$ cat src/rtl/bcd_display_scheduler.sv
// bcd_display_scheduler
// Converts a signed 16-bit value to five BCD digits plus sign with a
// double-dabble shifter, then multiplexes them onto a six-position, active-low
// seven-segment display. The display keeps scanning while a conversion runs.
// Optional build macro: LEADING_ZERO_BLANK_EN blanks leading zeros in digit
// positions 4..1 (ones digit and sign placement are unaffected).
module bcd_display_scheduler #(
    parameter int REFRESH_DIV = 50000
) (
    input  logic        clk,
    input  logic        rst_n,
    input  logic        in_valid,
    output logic        in_ready,
    input  logic [15:0] in_data,
    output logic        busy,
    output logic        done,
    output logic [6:0]  seg,
    output logic [5:0]  an
);

    typedef enum logic [1:0] {IDLE, SHIFT, DONE} state_t;

    localparam logic [15:0] SCAN_LAST = 16'(REFRESH_DIV - 1);
    localparam logic [6:0]  SEG_BLANK = 7'b1111111;
    localparam logic [6:0]  SEG_MINUS = 7'b0111111;

    state_t      state_q;
    logic        busy_q;
    logic        done_q;
    logic        sign_q;
    logic [15:0] mag_q;
    logic [19:0] work_q;
    logic [4:0]  cnt_q;
    logic [19:0] disp_q;
    logic        disp_sign_q;
    logic [15:0] scan_cnt_q;
    logic [2:0]  scan_idx_q;

    logic [15:0] abs_val;
    logic [15:0] work_adj;
    logic [3:0]  disp_digit [5];
    logic [4:0]  blank_pos;
    logic [3:0]  digit_sel;
    logic        blank_sel;
    logic [6:0]  seg_sel;

    // Magnitude of the two's-complement input; 16'h8000 maps to 32768, which
    // still fits in 16 unsigned bits.
    assign abs_val = in_data[15] ? (~in_data + 16'd1) : in_data;

    // Add-3 correction for the lower four digits. The top digit never reaches
    // 5 before a shift (magnitudes stay at or below 32768), so it is shifted raw.
    genvar gi;
    generate
        for (gi = 0; gi < 4; gi++) begin : g_adj
            assign work_adj[gi*4 +: 4] = (work_q[gi*4 +: 4] >= 4'd5) ?
                                         (work_q[gi*4 +: 4] + 4'd3) :
                                         work_q[gi*4 +: 4];
        end
        for (gi = 0; gi < 5; gi++) begin : g_digit
            assign disp_digit[gi] = disp_q[gi*4 +: 4];
        end
    endgenerate

    // Leading-zero blanking mask: a position is blank when it and every
    // higher digit are zero. The ones digit is never blanked.
    assign blank_pos[0] = 1'b0;
`ifdef LEADING_ZERO_BLANK_EN
    generate
        for (gi = 1; gi < 5; gi++) begin : g_blank
            if (gi == 4) begin : g_top
                assign blank_pos[gi] = (disp_digit[gi] == 4'd0);
            end else begin : g_mid
                assign blank_pos[gi] = (disp_digit[gi] == 4'd0) && blank_pos[gi+1];
            end
        end
    endgenerate
`else
    assign blank_pos[4:1] = 4'b0000;
`endif

    function automatic logic [6:0] glyph(input logic [3:0] d);
        logic [6:0] g;
        case (d)
            4'd0:    g = 7'b1000000;
            4'd1:    g = 7'b1111001;
            4'd2:    g = 7'b0100100;
            4'd3:    g = 7'b0110000;
            4'd4:    g = 7'b0011001;
            4'd5:    g = 7'b0010010;
            4'd6:    g = 7'b0000010;
            4'd7:    g = 7'b1111000;
            4'd8:    g = 7'b0000000;
            4'd9:    g = 7'b0010000;
            default: g = SEG_BLANK;
        endcase
        return g;
    endfunction

    // Conversion FSM: capture, 16 double-dabble shifts, then publish digits.
    always_ff @(posedge clk or negedge rst_n) begin
        if (!rst_n) begin
            state_q     <= IDLE;
            busy_q      <= 1'b0;
            done_q      <= 1'b0;
            sign_q      <= 1'b0;
            mag_q       <= 16'd0;
            work_q      <= 20'd0;
            cnt_q       <= 5'd0;
            disp_q      <= 20'd0;
            disp_sign_q <= 1'b0;
        end else begin
            done_q <= 1'b0;
            case (state_q)
                IDLE: begin
                    if (in_valid) begin
                        sign_q  <= in_data[15];
                        mag_q   <= abs_val;
                        work_q  <= 20'd0;
                        cnt_q   <= 5'd16;
                        busy_q  <= 1'b1;
                        state_q <= SHIFT;
                    end
                end
                SHIFT: begin
                    work_q <= {work_q[18:16], work_adj, mag_q[15]};
                    mag_q  <= {mag_q[14:0], 1'b0};
                    cnt_q  <= cnt_q - 5'd1;
                    if (cnt_q == 5'd1) begin
                        done_q  <= 1'b1;
                        state_q <= DONE;
                    end
                end
                DONE: begin
                    disp_q      <= work_q;
                    disp_sign_q <= sign_q;
                    busy_q      <= 1'b0;
                    state_q     <= IDLE;
                end
                default: begin
                    busy_q  <= 1'b0;
                    state_q <= IDLE;
                end
            endcase
        end
    end

    // Refresh timer: each position is lit for REFRESH_DIV cycles, then the
    // index advances 0..5 and wraps.
    always_ff @(posedge clk or negedge rst_n) begin
        if (!rst_n) begin
            scan_cnt_q <= 16'd0;
            scan_idx_q <= 3'd0;
        end else if (scan_cnt_q == SCAN_LAST) begin
            scan_cnt_q <= 16'd0;
            scan_idx_q <= (scan_idx_q == 3'd5) ? 3'd0 : scan_idx_q + 3'd1;
        end else begin
            scan_cnt_q <= scan_cnt_q + 16'd1;
        end
    end

    // Glyph for the currently selected position.
    always_comb begin
        digit_sel = 4'd0;
        blank_sel = 1'b0;
        case (scan_idx_q)
            3'd0: begin digit_sel = disp_digit[0]; blank_sel = blank_pos[0]; end
            3'd1: begin digit_sel = disp_digit[1]; blank_sel = blank_pos[1]; end
            3'd2: begin digit_sel = disp_digit[2]; blank_sel = blank_pos[2]; end
            3'd3: begin digit_sel = disp_digit[3]; blank_sel = blank_pos[3]; end
            3'd4: begin digit_sel = disp_digit[4]; blank_sel = blank_pos[4]; end
            default: ;
        endcase
        if (scan_idx_q == 3'd5)
            seg_sel = disp_sign_q ? SEG_MINUS : SEG_BLANK;
        else if (blank_sel)
            seg_sel = SEG_BLANK;
        else
            seg_sel = glyph(digit_sel);
    end

    // Outputs are forced dark and not-ready while reset is held, so the display
    // lights and the input opens in the very first cycle after release.
    assign in_ready = rst_n & ~busy_q;
    assign busy     = busy_q;
    assign done     = done_q;
    assign an       = rst_n ? ~(6'd1 << scan_idx_q) : 6'b111111;
    assign seg      = rst_n ? seg_sel : SEG_BLANK;

endmodule

$ cat config.mk
export PLATFORM = sky130hd
export DESIGN_NAME = bcd_display_scheduler
export DESIGN_NICKNAME = d
export VERILOG_FILES = /design/src/rtl/bcd_display_scheduler.sv
export SDC_FILE = /design/constraint.sdc
export NUM_CORES = 1
export LEC_CHECK = 0
export ABC_CLOCK_PERIOD_IN_PS = 2500
export BUFFER_PORTS_ARGS = -buffer_cell sky130_fd_sc_hd__clkbuf_2
export CAP_MARGIN = 20
export CORE_MARGIN = 1
export CORE_UTILIZATION = 30
export CTS_BUF_LIST = sky130_fd_sc_hd__clkbuf_8
export DETAILED_ROUTE_END_ITERATION = 10
export HOLD_SLACK_MARGIN = 0.12
export PLACE_DENSITY = 0.52
export SLEW_MARGIN = 20
export SYNTH_ARGS = -nofsm -noshare
export SYNTH_HDL_FRONTEND = slang
export SYNTH_SLANG_ARGS = --single-unit
$ cat constraint.sdc
create_clock -name clk -period 2.5 [get_ports clk]
set_clock_uncertainty 0.05 [all_clocks]
set_input_delay 0.5 -clock clk [delete_from_list [all_inputs] [get_ports clk]]
set_output_delay 0.5 -clock clk [all_outputs]
set_load 0.02 [all_outputs]
# Yosys cells after proc, flatten, opt, wreduce, memory -nomap -nowiden
# Memories as Yosys holds them, arrays and structs flattened.
# Index checks and enable logic that the tools add are counted.
# word_totals
ff_bits	86
romBits	112
out_inout_bits	16
n_memories	1
# mem_list
memory	words	width	read_ports	rd_ports_with_merged_regs	write_ports	line	rtl
(name not given)	16	7	1	0	0	84	case (d)
# classes
n_addsub	8
magnitude_cmp	4
n_eq_ne	11
n_shift	1
n_mux	25
bitwise	5
reduce_logical	7
# ops
cell	count
16-bit two-way mux	3
20-bit case mux with 2 select lines	1
16-bit by 1-bit adder with 16-bit output (second input constant)	2
16-bit case mux with 2 select lines	1
7-bit two-way mux	3
20-bit two-way mux	1
4-bit case mux with 5 select lines	1
4-bit by 2-bit adder with 4-bit output (second input constant)	4
16-bit == test (second input constant)	1
4-bit by 3-bit greater-or-equal comparator with 1-bit output (second input constant)	4
4-bit two-way mux	4
16-bit NOT	1
5-bit case mux with 2 select lines	1
2-bit AND reduction	4
3-bit by 2-bit == test with 1-bit output (second input constant)	2
3-bit == test (second input constant)	2
6-bit two-way mux	1
6-bit NOT	1
1-bit by 3-bit left shift with 6-bit output (first input constant)	1
5-bit by 1-bit == test with 1-bit output (second input constant)	1
5-bit two-way mux	1
5-bit by 1-bit subtractor with 5-bit output (second input constant)	1
2-bit two-way mux	2
2-bit != test (second input constant)	2
13 further kinds	16

# Depth between registers and ports, before layout
# Gate-level depths: netlist (run 1).
# depth
ltp_word	5
depth_mapped	9
depth_no_buf	8

# Worst setup path before layout (run 1)
# OpenSTA, ideal clock, no wires.
# synth_timing
path_kind	reg-to-output
startpoint	reg scan_idx_q[1]
endpoint	out seg[6]
arrival_time_ps	2284
setup_slack_ps	-334
path_stages_with_launch	9
path_buffers	1
cell_sequence	dfrtp_1 buf_2 and2_1 ha_1 a222oi_1 inv_1 ha_1 nor4_1 a211oi_1
# synth_via
elab_chain_cells	5
word_cells_on_any_way	10
cone_classes	eq/ne (5); mux (3); reduce/logical (1); memory (1)
# synth_lines
element	line	rtl
start, declared	37	logic [2:0] scan_idx_q;
start signal, assigned	156	scan_idx_q <= (scan_idx_q == 3'd5) ? 3'd0 : scan_idx_q + 3'd1;
3-bit == test (tied with other cells)	166	case (scan_idx_q)
4-bit case mux with 5 select lines	166	
memory read 16 x 7 bit	--	
7-bit two-way mux (*)	174	if (scan_idx_q == 3'd5)
7-bit two-way mux (*)	188	assign seg = rst_n ? seg_sel : SEG_BLANK;
end, declared	17	output logic [6:0] seg,
# Mark *: on every way between the ends. The rest lies on a longest branch, timed or not.

# Worst setup path in the final report (run 1)
# layout_timing
startpoint	reg scan_idx_q[0]
endpoint	out seg[3]
# Same word-level chain as after synthesis.

==> results of run 1 <==
worst max-delay path by stage:
stage | startpoint | cells past startpoint | slack [ns] | end
floorplan | scan_idx_q[1]$_DFFE_PN0N_ | 7 | -0.13 | seg[1]
global placement | scan_idx_q[1]$_DFFE_PN0N_ | 10 | -0.09 | seg[6]
detailed placement | scan_idx_q[1]$_DFFE_PN0N_ | 10 | -0.13 | seg[0]
CTS | scan_idx_q[1]$_DFFE_PN0N_ | 8 | -0.44 | seg[3]
global route | scan_idx_q[1]$_DFFE_PN0N_ | 9 | -0.52 | seg[6]
finish | scan_idx_q[0]$_DFFE_PN0N_ | 9 | -0.37 | seg[3]
power breakdown:
group	leakage, nW	internal (mW)	total (mW)	switching [mW]
registers	1.12	1.78	2.09	0.306
logic	1.25	0.919	1.97	1.05
clock network	0.105	0.545	1.04	0.490
total	2.48	3.25	5.09	1.85
registers in the layout (all words and copies together) (netlist names):
register     count
scan_idx_q       3
done             1
sign_q           1
disp_sign_q      1
scan_cnt_q      16
disp_q          20
busy             1
cnt_q            5
work_q          20
state_q          2
mag_q           16
Yosys cell counts, drive strengths merged, types with 6 or more instances:
library cell	n
mux2	16
ha	18
nand2	44
o22ai	7
dfrtp	86
a22oi	8
xnor2	17
nor4	6
nand3	11
nand2b	9
and3	9
a21oi	19
o21ai	42
o31ai	9
inv	19
clkbuf	16
nor2	26
xor2	20
final cells by class:
type	instances	area share [%]
Clock buffer	12	2.95
Clock inverter	4	0.961
Inverter	19	1.32
Multi-Input combinational cell	323	42.2
Sequential cell	86	38.5
Tap cell	184	4.11
Timing Repair Buffer	77	9.97
per-stage QoR:
step	hold WS, ns	TNS (ns)	instances
detailed placement	0.420	-0.708	680
global route	0.204	-3.39	705
global placement	0.415	-0.506	680
CTS	0.195	-2.71	703
finish	0.188	-2.41	705
floorplan	0.154	-0.582	447
routing by layer:
layer | vias up | share of wire (%)
met3 | 11 | 4.0
met5 | - | 0
met4 | 0 | 0.93
li1 | 1728 | -
met2 | 59 | 48
met1 | 1674 | 47
cell usage in the layout, fill, tap and decap left out, types with 4 or more instances in the layout:
cell	count
o21ai_1	4
a21oi_2	4
inv_1	16
clkbuf_2	26
xor2_1	20
ha_4	4
nand2b_1	9
xnor2_1	17
a21oi_1	15
o31ai_1	9
and3_1	9
o22ai_1	7
a22o_1	4
nand2_1	44
nor3_1	5
buf_4	43
clkbuf_8	15
ha_1	14
mux2i_1	4
a22oi_1	8
a32o_1	4
dfrtp_1	85
o21ai_0	36
nor2_1	26
nand3_1	11
mux2_2	16
logic make-up (layout without fill, tap and decap cells):
| logic type | Yosys count | in the layout |
|---|---|---|
| AOI/OAI and AO/OA | 112 | 112 |
| xor gates and xnor gates | 37 | 37 |
| adders and majority gates | 18 | 18 |
| buffers and inverters | 38 | 112 |
| DFF | 86 | 86 |
| muxes | 21 | 21 |
| and+or+nand+nor | 135 | 135 |
timing repair:
| action | in CTS | in global routing |
|---|---|---|
| hold endpoints to repair | 12 | 0 |
| resized for setup | 20 | 15 |
| hold buffers | 1 | 0 |
| endpoints found under the setup margin | 7 | 7 |
| pin swaps | 4 | 6 |
| setup buffers | 6 | 2 |
critical path, delay by kind of cell, from the launching register on:
family | cells | cell delay [ns]
buffers and inverters | 3 | 0.42
adders and majority gates | 2 | 0.33
AOI/OAI and AO/OA | 2 | 0.43
DFF | 1 | 0.42
and+or+nand+nor | 1 | 0.18
muxes | 1 | 0.18
==> flow_summary.ini, run 1 <==
[die]
die_w_um = 124
io_pins = 35
coreArea_sq_um = 14600
num_rows = 44
die_height_um = 124
start_util_pct = 30.8
dieArea_sq_um = 15500

[timing]
rsz0062_at_grt = yes
final-hold-violation-count = 0
worst_pin_slew_ns = 0.523
final.setup.worst_slack_ns = -0.374
fmax_ghz = 0.348
finalCritPeriodShare_pct = 115
slew_violations = 0
finalCriticalPeriod_ns = 2.87
relSlewSlack_pct = 64.8
finalSetupViolations = 7

[logic_synthesis]
yosys.area.top_type = dfrtp_1
synthArstFlopShare_pct = 100
synth_edf_count = 0
synth_compound_area_share_pct = 16.3
synth.yosys.seq_area_share_pct = 47.9
synth.area.top_cells = dfrtp_1, ha_1, o21ai_0, mux2_2, xor2_1
netlist_area_sq_um = 4500
synth_seq_cells = 86
synth_top_cell_area_share_pct = 47.9
synth-adder-area-share_pct = 5.01
synth_cell_types = 53
synth_cells = 447
syn_nets = 484
syn_avg_cell_area_sq_um = 10.1
yosys-mux-area-fraction_pct = 5.12
synthXorXnorAreaFrac_pct = 7.21
synth_top_family_by_area = compound AO/OA/AOI/OAI gates
yosys.area_share.simple_pct = 15.2
synthFlopType = dfrtp_1
synth_warnings = 0

[pwr]
cellLeakagePower_nw = 2.48
vdd_drop_max_mv = 0.499
powerDensity_nw_per_um2 = 910
total_power_mw = 5.09

[status]
violations = negative setup slack
outcome = finished, violations left

[routing]
avgRoutedWirePerCell_um = 14.2
ant_nets = 0
first_iter_violations = 185
vias = 3472
drc = 0
totalWireLength_um = 10000
dr.pass1.iters = 5
via_per_inst = 4.92

[grt]
use_met1_pct = 18.1
met3_usage_pct = 4.38
grt_usage_pct = 14.1
antenna_found_initial = 0
grt-ovfl-total = 0
grt_max_degree = 40
grt_pass1_vias = 3517
grt_pass1_wl_um = 17500
grt.busiest_layer = met2
grt.met2_usage_pct = 22.9

[worst_setup_path]
crit_type = register to output port
crit_slowest_cell = dfrtp_1
timing.rr.end = scan_idx_q[1]$_DFFE_PN0N_
start_kind = register
cp-end-kind = output port
rrSetupSlack_ns = 0.58
cp_common_cell = ha_4
critical_path_arrival_ns = 2.32
path_cells = and2_4 > ha_4 > a222oi_1 > buf_4 > inv_4 > ha_4 > mux2i_4 > a21oi_2 > clkbuf_8
r2r_start = scan_cnt_q[4]$_DFF_PN0_
crit_fanout = 5
reg2reg_depth = 6
max_stage_delay_ns = 0.42
crit_required_ns = 1.95

[placement]
detailedPlace.worstSlack_ns = -0.128
place_congestion = 0.836
placed_area_sq_um = 5180
dp_hpwl_um = 7370
port_buffers = 34

[cts]
cts_root_buf = clkbuf_8
h-tree-depth = 3
numClockSinks = 86
cts_buffers = 9
clk_pin_slew_ns = 0.09
cts_buffer_depth = 2
clk-insertion-delay-late_ns = 0.36
cts_tree = done

[final_layout]
multi_input_area_sq_um = 2360
fin_util_pct = 38.4
fin_nets = 553
fillers = 1440
syn2layout_area_growth_pct = 24.5
seqCellArea_sq_um = 2150
n_antenna_cell = 0
drive_gt1_share_pct = 26.7
fin_area_sq_um = 5600

[worst_hold_path]
hold_path_class = input pin to asynchronous set/reset pin

[job]
drv_cap = 0
Power figures use the tool's default switching activity.
==> run 2: changes to the inputs <==
- ABC_CLOCK_PERIOD_IN_PS: 2500 -> 2700
- PLACE_DENSITY: 0.52 -> 0.51
- clock period: 2.5 -> 2.7 ns (I/O delays scaled with it)
==> flow_summary.ini, run 2 (synthesis results as in run 1) <==
[worst_setup_path]
critical_path_arrival_ns = 2.38
crit_required_ns = 2.11
r2r_start = state_q[0]$_DFFE_PN0P_
crit_type = register to output port
path_cells = and2_4 > ha_4 > a222oi_1 > buf_4 > buf_6 > ha_4 > o21bai_1 > a21o_1 > clkbuf_8
cp-end-kind = output port
crit_fanout = 5
rrSetupSlack_ns = 0.76
timing.rr.end = mag_q[0]$_DFFE_PN0P_
worstSetupStartpoint = scan_idx_q[0]$_DFFE_PN0N_
max_stage_delay_ns = 0.44
reg2reg_depth = 5
cp_common_cell = ha_4
crit_slowest_cell = dfrtp_2
start_kind = register

[final_layout]
syn2layout_area_growth_pct = 21.6
n_antenna_cell = 0
largest_registers = disp_q (20), work_q (20)
fin_area_sq_um = 5470
seqCellArea_sq_um = 2160
fillers = 1464
drive_gt1_share_pct = 25.3
fin_nets = 545
fin_util_pct = 37.5
final_cells = 697
layout_commonest_cell = dfrtp_1
multi_input_area_sq_um = 2330
final_cell_mix = dfrtp_1, nand2_1, o21ai_0

[job]
drv_cap = 0

[die]
start_util_pct = 30.8
die_height_um = 124
dieArea_sq_um = 15500
coreArea_sq_um = 14600
die_w_um = 124
io_pins = 35
num_rows = 44

[routing]
avgRoutedWirePerCell_um = 14.4
vias = 3449
dr.pass1.iters = 4
via_per_inst = 4.95
drc = 0
ant_nets = 0
first_iter_violations = 148
totalWireLength_um = 10000

[timing]
finalSetupViolations = 7
slew_violations = 0
finalCriticalPeriod_ns = 2.97
worst_pin_slew_ns = 0.888
finalCritPeriodShare_pct = 110
relSlewSlack_pct = 40.8
rsz0062_at_grt = yes
final.setup.worst_slack_ns = -0.270
fmax_ghz = 0.337
final-hold-violation-count = 0

[placement]
place_congestion = 0.805
placed_cells = 669
port_buffers = 34
placed_area_sq_um = 5040
dp_hpwl_um = 7150

[status]
violations = negative setup slack
outcome = finished, violations left

[grt]
grt_pass1_wl_um = 17600
grt-ovfl-total = 0
grt_max_degree = 54
grt_pass1_vias = 3507
antenna_found_initial = 0
grt_usage_pct = 14.0

[cts]
cts_buffers = 9
clk-insertion-delay-late_ns = 0.36
numClockSinks = 86
cts_root_buf = clkbuf_8
cts_buffer_depth = 2
h-tree-depth = 3
cts_tree = done
clk_pin_slew_ns = 0.09

[pwr]
powerDensity_nw_per_um2 = 840
pwr-share-clk_pct = 19.3
switchingPower_mw = 1.70
internal_power_mw = 2.90
switching_share_pct = 37.0
seqPwrFrac_pct = 42.1
cellLeakagePower_nw = 2.43
combPwrFrac_pct = 38.7
vdd_drop_max_mv = 0.436

[worst_hold_path]
hp-start = sign_q$_DFFE_PN0P_
holdPathEnd = sign_q$_DFFE_PN0P_
hold_depth = 2
hold_path_class = register to register
-- run 2: cell types whose count changed in the layout (fill, tap and decap cells not counted), moves of 2 or more --
cell,previous run,this run
inv_1,16,18
clkinv_2,0,3
buf_4,43,33
mux2i_2,0,2
clkinvlp_4,2,0
clkbuf_8,15,12
dfrtp_1,85,83
dfrtp_2,1,3
-- run 2: power groups by stage --
| stage | sequential (mW) | clock, mW | combinational, mW |
|---|---|---|---|
| 2_1_floorplan | 1.87 | 0 | 1.21 |
| 3_3_place_gp | 1.95 | 0 | 1.59 |
| 3_5_place_dp | 1.96 | 0 | 1.63 |
| 4_1_cts | 1.94 | 0.924 | 1.74 |
| 5_1_grt | 1.99 | 0.974 | 2.01 |
| 6_report | 1.93 | 0.885 | 1.78 |
-- run 2: final cells by class --
class                   instances  share of cell area [%]
multi-input cells             323                    42.5
flip-flops and latches         86                    39.4
repair buffers                 69                    9.03
well taps                     184                    4.21
clock buffers                   9                    2.26
inverters                      19                    1.35
clock inverters                 7                    1.21
-- run 2: timing repair --
| item | 4_1_cts | 5_1_grt |
|---|---|---|
| pin swaps | 4 | 4 |
| endpoints found under the setup margin | 7 | 7 |
| buffers inserted | 4 | 6 |
| hold buffers | 2 | 0 |
| endpoints found under the hold margin | 9 | 0 |
| resized for setup | 30 | 7 |
-- run 2: per-layer routing --
| layer | wire length (um) | GRT usage, % | up-vias |
|---|---|---|---|
| met1 | 5060 | 18.9 | 1683 |
| met5 | 0 | 0 | - |
| met4 | 159 | 4.82 | 0 |
| li1 | - | - | 1714 |
| met2 | 4590 | 22.2 | 40 |
| met3 | 223 | 3.09 | 12 |
-- run 2: through the flow --
step	worst slack, ns	setup TNS, ns	power [mW]	hold slack [ns]
detailed placement	-0.00310	-0.00310	3.58	0.337
CTS	-0.331	-1.96	4.60	0.430
finish	-0.270	-1.52	4.60	0.423
global route	-0.368	-2.32	4.98	0.469
global placement	0.0526	0	3.54	0.333
floorplan	-0.00610	-0.0122	3.08	0.194
-- run 2: critical path: cells and delay by family, from the launching register on --
kind / cells / cell delay [ns]
AO/OA/AOI/OAI: 3 / 0.58
buffers and inverters: 3 / 0.45
flip-flops: 1 / 0.44
AND/OR/NAND/NOR: 1 / 0.17
adder cells (fa/ha/maj): 2 / 0.37
-- run 2: how the worst max path moves through the flow --
stage / to / cells after the start
6_report: seg[1] / 9
5_1_grt: seg[1] / 9
3_3_place_gp: seg[0] / 9
4_1_cts: seg[6] / 10
2_1_floorplan: seg[0] / 8
3_5_place_dp: seg[0] / 9
